==> config.mk <==
export PLATFORM = sky130hd
export DESIGN_NAME = data_mem_access
export DESIGN_NICKNAME = d
export VERILOG_FILES = /design/src/rtl/data_mem_access.sv
export SDC_FILE = /design/constraint.sdc
export NUM_CORES = 1
export LEC_CHECK = 0
export CAP_MARGIN = 20
export CORE_MARGIN = 2
export CORE_UTILIZATION = 47
export DETAILED_ROUTE_END_ITERATION = 10
export GPL_TIMING_DRIVEN = 0
export HOLD_SLACK_MARGIN = 0.12
export PLACE_DENSITY = 0.86
export SLEW_MARGIN = 20
export SYNTH_ARGS = -nofsm -noshare
export SYNTH_HDL_FRONTEND = slang
export SYNTH_SLANG_ARGS = --single-unit
==> constraint.sdc <==
create_clock -name clock -period 2.95 [get_ports clock]
set_input_delay 0.4425 -clock clock [delete_from_list [all_inputs] [get_ports clock]]
set_output_delay 0.4425 -clock clock [all_outputs]
set_load 0.03 [all_outputs]
==> src/rtl/data_mem_access.sv <==
// MEM-stage load/store responder for a word-wide, variable-latency data memory.
// Handles byte-lane steering, load alignment/extension, stalls and bus timeouts.
module data_mem_access #(
  parameter int TIMEOUT  = 255,
  parameter int TO_WIDTH = 8
) (
  input  logic        clock,
  input  logic        reset,
  input  logic        M_MemRead,
  input  logic        M_MemWrite,
  input  logic        M_MemByte,
  input  logic        M_MemHalf,
  input  logic        M_MemSignExt,
  input  logic [31:0] M_Addr,
  input  logic [31:0] M_WriteData,
  output logic        M_Stall,
  output logic [31:0] M_ReadData,
  output logic        M_AddrErr,
  output logic        M_BusErr,
  output logic [29:0] DataMem_Addr,
  output logic [31:0] DataMem_Out,
  output logic [3:0]  DataMem_WE,
  output logic        DataMem_Read,
  input  logic [31:0] DataMem_In,
  input  logic        DataMem_Ready
);

  typedef enum logic [1:0] {
    IDLE,
    WAIT_RD,
    WAIT_WR,
    DONE
  } state_t;

  localparam logic [TO_WIDTH-1:0] ToLast =
    TO_WIDTH'(TIMEOUT - 1);
  localparam bit ToEnable = (TIMEOUT != 0);

  state_t state;
  state_t stateNext;

  logic [29:0]         addrQ;
  logic [1:0]          offQ;
  logic                byteQ;
  logic                halfQ;
  logic                signQ;
  logic [3:0]          weQ;
  logic [31:0]         outQ;
  logic [TO_WIDTH-1:0] cnt;
  logic [31:0]         readDataQ;
  logic                busErrQ;

  logic        request;
  logic        isByte;
  logic        isHalf;
  logic        aligned;
  logic [3:0]  storeWe;
  logic [31:0] storeOut;
  logic [7:0]  loadByte;
  logic [15:0] loadHalf;
  logic [31:0] loadVal;
  logic        timedOut;
  logic        accept;
  logic        abort;

  assign request = M_MemRead | M_MemWrite;
  assign isByte  = M_MemByte;
  assign isHalf  = M_MemHalf & ~M_MemByte;
  assign aligned = isByte
                 | (isHalf & ~M_Addr[0])
                 | (~isByte & ~isHalf
                    & (M_Addr[1:0] == 2'b00));
  assign timedOut = ToEnable && (cnt == ToLast);

  // Big-endian lane enables and replicated store data
  always_comb begin
    storeWe  = 4'b1111;
    storeOut = M_WriteData;
    unique case (1'b1)
      isByte: begin
        storeWe  = 4'b1000 >> M_Addr[1:0];
        storeOut = {4{M_WriteData[7:0]}};
      end
      isHalf: begin
        storeWe  = M_Addr[1] ? 4'b0011 : 4'b1100;
        storeOut = {2{M_WriteData[15:0]}};
      end
      default: begin
        storeWe  = 4'b1111;
        storeOut = M_WriteData;
      end
    endcase
  end

  // Lane select and extension of the returning load word
  always_comb begin
    loadByte = 8'h00;
    unique case (offQ)
      2'd0: loadByte = DataMem_In[31:24];
      2'd1: loadByte = DataMem_In[23:16];
      2'd2: loadByte = DataMem_In[15:8];
      2'd3: loadByte = DataMem_In[7:0];
      default: loadByte = 8'h00;
    endcase
    loadHalf = offQ[1] ? DataMem_In[15:0]
                       : DataMem_In[31:16];
    loadVal = DataMem_In;
    unique case (1'b1)
      byteQ:
        loadVal = {{24{signQ & loadByte[7]}},
                   loadByte};
      halfQ:
        loadVal = {{16{signQ & loadHalf[15]}},
                   loadHalf};
      default: loadVal = DataMem_In;
    endcase
  end

  // Next state, stall, strobes and error pulses
  always_comb begin
    stateNext    = state;
    M_Stall      = 1'b0;
    M_AddrErr    = 1'b0;
    DataMem_Read = 1'b0;
    DataMem_WE   = 4'b0000;
    accept       = 1'b0;
    abort        = 1'b0;
    unique case (state)
      IDLE: begin
        if (request) begin
          if (!aligned) begin
            M_AddrErr = 1'b1;
          end else begin
            M_Stall   = 1'b1;
            accept    = 1'b1;
            stateNext = M_MemRead ? WAIT_RD
                                  : WAIT_WR;
          end
        end
      end
      WAIT_RD: begin
        M_Stall      = 1'b1;
        DataMem_Read = 1'b1;
        if (DataMem_Ready) begin
          stateNext = DONE;
        end else if (timedOut) begin
          abort     = 1'b1;
          stateNext = DONE;
        end
      end
      WAIT_WR: begin
        M_Stall    = 1'b1;
        DataMem_WE = weQ;
        if (DataMem_Ready) begin
          stateNext = DONE;
        end else if (timedOut) begin
          abort     = 1'b1;
          stateNext = DONE;
        end
      end
      DONE: begin
        stateNext = IDLE;
      end
      default: stateNext = IDLE;
    endcase
  end

  // State, latched request, wait counter and load result
  always_ff @(posedge clock) begin
    if (reset) begin
      state     <= IDLE;
      addrQ     <= '0;
      offQ      <= '0;
      byteQ     <= 1'b0;
      halfQ     <= 1'b0;
      signQ     <= 1'b0;
      weQ       <= '0;
      outQ      <= '0;
      cnt       <= '0;
      readDataQ <= '0;
      busErrQ   <= 1'b0;
    end else begin
      state   <= stateNext;
      busErrQ <= abort;
      if (accept) begin
        addrQ <= M_Addr[31:2];
        offQ  <= M_Addr[1:0];
        byteQ <= isByte;
        halfQ <= isHalf;
        signQ <= M_MemSignExt;
        weQ   <= M_MemRead ? 4'b0000 : storeWe;
        outQ  <= storeOut;
        cnt   <= '0;
      end else if ((state == WAIT_RD
                    || state == WAIT_WR)
                   && !DataMem_Ready
                   && !timedOut) begin
        cnt <= cnt + 1'b1;
      end else begin
        cnt <= '0;
      end
      if (state == WAIT_RD && DataMem_Ready) begin
        readDataQ <= loadVal;
      end else if (abort) begin
        readDataQ <= '0;
      end
    end
  end

  assign M_ReadData   = readDataQ;
  assign M_BusErr     = busErrQ;
  assign DataMem_Addr = addrQ;
  assign DataMem_Out  = outQ;

endmodule

==> run metrics, run 1 <==
outcome=completed; Switch Pwr=roughly 0.0024 W; CTS Hold Bufs=0; Detailed Route Iter0 Violations=471; antenna-violating nets left=0; sequential fraction of design power=0.302; Die Y-Extent=109 um; Unique masters post-synth=40; Worst Setup EP=M_Stall; Via Count=a little under 6k; reg2reg end=M_ReadData[13]; count of flip-flops with a built-in enable after synthesis=0; area occupied by multi-input gates=~2700 um2; total track usage=0.308; sequential area share after synthesis=0.438; CORE AREA=~11000 um2; CP arrival=between 2 and 2.5 ns; die area=around 12000 um2; ANT cells=0; Cell Int Power=between 0.004 and 0.005 W; Fmax=about 0.36 GHz; share of layout cells above drive strength 1=0.0727; first-pass GRT wire length=around 28000 um; Max transition margin=0.407; WL final=18500 um; largest net degree at the start of global routing=19; ys async rst share=0; CP Launch Type=flop; Final Hold Viols=0; reg2reg start=state[0]; max-slew violation count=0; Setup crit end kind=output port; H-tree Lvls=4; vias in the first global route=slightly below 6k; Synth Cell Area=between 5000 and 6000 um2; Syn Inst Count=slightly above 600; Worst R2R Path Depth=7; worst-skew pair later-pin latency=between 0.5 and 0.6 ns; actual slew at the worst max-slew pin=0.888 ns; areal power density over the cells=approximately 810 nW/um2; Max-Cap Viols=0; CP Cell Sequence=inv_1 -> ha_1 -> nor2b_1 -> buf_4 -> a21oi_1 -> nor2_1 -> dlygate4sd2_1; Seq cells post-synth=114; RSZ-0062 raised after global routing=no; CP Buf/Inv Count=3; fin cells=a little under 1k; hold crit path type=reg2reg; minimum clock period=between 2 and 3 ns; leak pwr=between 2 and 3 nW; Max Buffers Root-to-Sink=2; dominant synthesized flop cell=dfxtp_1; Via density=about 5.9; TritonCTS clock tree=built; DRC Markers=0; WS Path Type=reg2out; Yosys Warn Count=0; Fillers=about 820; Layout Skew=~0.0078 ns; final setup fails=0; data required time at the worst endpoint=roughly 2.5 ns; area delta synth->final=53.8%; die width=roughly 110 um; average routed wire per standard cell=around 19 um; row count=38; cell total after placement=around 960; Comb pwr share=0.382; Root Buffer=clkbuf_8; hpwl dp=between 10000 and 15000 um; PortBufs=approximately 200; register area=approximately 2300 um2; first drt pass iteration count=5; Num CTS Buffers=17; hold_ws=between 0.4 and 0.5 ns; Final Wtd Congestion=0.956; initial core utilization=0.481; CTS clk-pin slew, worst paths=approximately 0.060 ns; max incr delay on CP=roughly 0.41 ns; Worst path depth=7; Avg Cell Area, Syn=roughly 8.4 um2; crit path max fanout=18; grt total ovfl=0; I/O Pins=206; Post-CTS Setup Bufs=0; R2R Setup Slk=~0.42 ns; slowest CP cell=dlygate4sd2_1; Setup TNS=0 ns; Crit path max-delay family=buffers and inverters; Clock Power Share=0.316; Total Nets Final=950; worst vdd ir=just under 0.5 mV; Num Clock Sinks=between 100 and 150; switching share of power=0.374; initial antenna violation count=0; Synthesized Nets=729; final critical-path share of the clock period=0.946; Critical Path Source=state[0]
==> sequential cells by signal (all words and copies together), names as in the netlist, 2 cells and up <==
name          flops
DataMem_Addr     30
DataMem_Out      32
M_ReadData       32
cnt               8
offQ              2
state             2
weQ               4
==> cell families after synthesis <==
kind of cell    Yosys count  share of synthesized area
simple gates            169                      0.158
mux                      26                     0.0557
compound gates          234                      0.274
fa+ha+maj                 6                     0.0144
xor+xnor                  6                     0.0101
buf+inv                  64                     0.0497
flops                   114                      0.438
==> final cells by class <==
class	count	share of cell area
Buffer	57	0.0295
Multi-Input combinational cell	441	0.333
Tap cell	140	0.0219
Timing Repair Buffer	204	0.254
Clock buffer	19	0.0538
Clock inverter	13	0.0201
Inverter	5	0.00234
Sequential cell	114	0.285
==> routing by layer <==
layer | routed length [um] | GRT usage
met5 | 0 | 0
met3 | 1710 | 0.0877
met2 | 8940 | 0.516
met1 | 7230 | 0.355
met4 | 670 | 0.167
==> Yosys cell counts (all sizes together), types with 6 or more instances <==
cell,number,area (um2)
dfxtp,114,2280
a21oi,92,460
o21ai,80,400
nand3,61,305
clkbuf,48,180
nand2,45,169
nor2,20,77.6
a311oi,17,149
nand2b,17,106
o2bb2ai,16,140
mux2,14,158
buf,11,60.1
mux2i,11,110
a22o,9,78.8
a32o,7,70.1
or3,7,43.8
ha,6,75.1
==> cells in the final DEF (no fill, tap or decap), types with 6 or more instances in the layout <==
cell type / n
clkdlybuf4s50_1: 202
dfxtp_1: 114
a21oi_1: 92
o21ai_0: 80
nand3_1: 61
clkbuf_1: 46
nand2_1: 45
nor2_1: 19
nand2b_1: 17
a311oi_1: 17
o2bb2ai_1: 16
clkbuf_16: 16
mux2_2: 14
mux2i_1: 11
a22o_1: 9
buf_2: 8
or3_1: 7
a32o_1: 7
ha_1: 6
==> repair_timing <==
| item | in CTS | in global routing |
|---|---|---|
| resized for setup | 3 | 2 |
| setup endpoints to repair | 2 | 1 |
| gates cloned | 0 | 0 |
==> worst register-to-register path: stages, from the launching register on <==
cell and delay (ns):
dfxtp_1 0.41, inv_1 0.10, ha_1 0.35, nand2b_1 0.16
nor3_1 0.06, nor3b_1 0.72, clkbuf_1 0.47, a32o_1 0.20
==> power by group through the flow <==
| stage | Sequential [W] | Clock, W | Combinational (W) |
|---|---|---|---|
| detailed placement | 0.00198 | 0 | 0.00244 |
| global route | 0.00198 | 0.00213 | 0.00264 |
| global placement | 0.00196 | 0 | 0.00237 |
| CTS | 0.00195 | 0.00206 | 0.00245 |
| finish | 0.00196 | 0.00205 | 0.00248 |
| floorplan | 0.00239 | 0 | 0.00105 |
==> worst min path at each step <==
stage,end,start,depth (start not counted)
2_1_floorplan,cnt[0],cnt[0],1
6_report,M_ReadData[18],M_ReadData[18],1
3_5_place_dp,M_ReadData[18],M_ReadData[18],1
5_1_grt,cnt[0],cnt[0],1
3_3_place_gp,cnt[0],cnt[0],1
4_1_cts,DataMem_Addr[28],M_Addr[30],3
==> stage by stage <==
step	setup slack [ns]	total power [W]	util	instance area, um2
2_1_floorplan	0.800	0.00343	-	5210
3_3_place_gp	-0.348	0.00434	0.685	7430
3_5_place_dp	-0.361	0.00441	0.685	7430
4_1_cts	0.111	0.00646	0.739	8020
5_1_grt	0.0360	0.00675	0.739	8020
6_report	0.158	0.00648	0.739	8020
Note: power is estimated with default switching activity, not from simulation.
==> run 2: changes to the inputs <==
--- a/config.mk
+++ b/config.mk
@@ -12,6 +12,7 @@
 export GPL_TIMING_DRIVEN = 0
 export HOLD_SLACK_MARGIN = 0.12
 export PLACE_DENSITY = 0.86
+export RECOVER_POWER = 100
 export SLEW_MARGIN = 20
 export SYNTH_ARGS = -nofsm -noshare
 export SYNTH_HDL_FRONTEND = slang
==> run 2 against run 1 <==
Routed wire length down 0.55%. Via count fell by 0.14%. Sequential power about the same. Critical path depth is the same. Worst setup slack about the same. Worst hold slack lost 0.0063 ns. Sequential share of layout area unchanged. Core utilization stayed put. Final cell count up 0.10%. Combinational power fell by 4%. Highest routed layer unchanged.
==> run metrics, run 2 (synthesis results as in run 1) <==
outcome=completed; die area=between 10000 and 15000 um2; most frequent cells in the layout=dfxtp_1, dlygate4sd3_1, clkdlybuf4s50_1; CORE AREA=10800 um2; vias in the first global route=around 5.9k; CP Buf/Inv Count=3; share of layout cells above drive strength 1=0.0703; leak pwr=between 3 and 4 nW; cell total after placement=~960; I/O Pins=roughly 210; DRC Markers=0; worst-skew pair later-pin latency=~0.52 ns; Max-Cap Viols=0; area occupied by multi-input gates=about 2700 um2; Via Count=~5.8k; fin worst setup slack=about 0.16 ns; hold_ws=~0.46 ns; Final Total Pwr=about 0.0064 W; Max Buffers Root-to-Sink=2; WS Path Type=reg2out; worst hold start=M_ReadData[18]; Die Y-Extent=between 100 and 150 um; Max transition margin=0.410; post-place setup slack=-0.361 ns; register area=around 2300 um2; PortBufs=roughly 200; CP Launch Type=flop; minimum clock period=between 2 and 3 ns; reg2reg start=state[0]; final critical-path share of the clock period=0.946; sequential fraction of design power=0.305; hpwl dp=roughly 14000 um; switching share of power=0.377; grt total ovfl=0; RSZ-0062 raised after global routing=no; Comb pwr share=0.374; CTS Hold Bufs=0; CTS clk-pin slew, worst paths=approximately 0.060 ns; data required time at the worst endpoint=roughly 2.5 ns; row count=38; WL final=between 15000 and 20000 um; Switch Pwr=around 0.0024 W; Fmax=about 0.36 GHz; Total Nets Final=950; Setup crit end kind=output port; Detailed Route Iter0 Violations=about 470; Final Wtd Congestion=0.956; commonest non-fill, non-tap cell in the layout=dfxtp_1; Critical Path Source=state[1]; Final Hold Viols=0; actual slew at the worst max-slew pin=0.883 ns; Layout Skew=0.00629 ns; fin cells=approximately 990; total track usage=0.308; Cell Int Power=between 0.003 and 0.004 W; first drt pass iteration count=5; antenna-violating nets left=0; average routed wire per standard cell=between 15 and 20 um; initial core utilization=0.481; hold crit path type=reg2reg; Num Clock Sinks=approximately 110; Clock Power Share=0.321; worst vdd ir=~0.49 mV; max incr delay on CP=0.41 ns; areal power density over the cells=roughly 800 nW/um2; Crit path max-delay family=buffers and inverters; die width=around 110 um; slowest CP cell=dlygate4sd2_1; first-pass GRT wire length=between 20000 and 30000 um; largest net degree at the start of global routing=19; Num CTS Buffers=17; Fillers=about 830; final setup fails=0; area delta synth->final=53.8%; CP arrival=~2.4 ns; max-slew violation count=0; Via density=around 5.8; Root Buffer=clkbuf_8; crit path max fanout=18; CP Cell Sequence=inv_1 -> ha_1 -> nor2b_1 -> buf_4 -> a21oi_1 -> nor2_1 -> dlygate4sd2_1; TritonCTS clock tree=built; H-tree Lvls=4; initial antenna violation count=1
## run 2: cell count changes in the layout (fill, tap and decap cells not counted)
cell / previous run / this run
clkdlybuf4s50_1: 202 / 100
dlygate4sd3_1: 0 / 102
diode_2: 0 / 1
clkbuf_1: 46 / 48
buf_2: 8 / 6
## run 2: cell type report
class,count,area share
sequential,114,0.285
buffer,57,0.0292
timing repair buffer,204,0.254
inverter,5,0.00234
multi-input combinational,441,0.333
antenna,1,0.000312
clock buffer,19,0.0538
tap,140,0.0219
clock inverter,13,0.0201
## run 2: worst paths after layout
check                                      end  slack [ns]  cells past startpoint
worst min register to register  M_ReadData[18]        0.46                      1
worst max register to register   M_ReadData[6]        0.44                      7
worst min-delay path            M_ReadData[18]        0.46                      1
worst max-delay path                   M_Stall        0.16                      7
## run 2: stage by stage
| stage | TNS, ns | cell area (um2) | utilization |
|---|---|---|---|
| after floorplan | 0 | 5210 | - |
| after global placement | -0.466 | 7430 | 0.685 |
| after detailed placement | -0.508 | 7430 | 0.685 |
| after CTS | 0 | 8020 | 0.739 |
| after global routing | 0 | 8020 | 0.739 |
| final | 0 | 8020 | 0.739 |
## run 2: what timing repair did
action	in CTS	in global routing
gates resized for setup	3	2
endpoints found under the hold margin	0	0
setup buffers	0	0
setup endpoints to repair	2	1
## run 2: layer usage
layer  track usage  share of wire
met1         0.355           0.39
met2         0.516           0.48
met3        0.0877          0.092
met4         0.167          0.037
met5             0              0
## run 2: power groups by stage
stage	sequential [W]	clock (W)	combinational (W)
after floorplan	0.00239	0	0.00105
final	0.00195	0.00205	0.00239
after detailed placement	0.00198	0	0.00244
after global routing	0.00197	0.00213	0.00256
after CTS	0.00195	0.00206	0.00245
after global placement	0.00196	0	0.00237
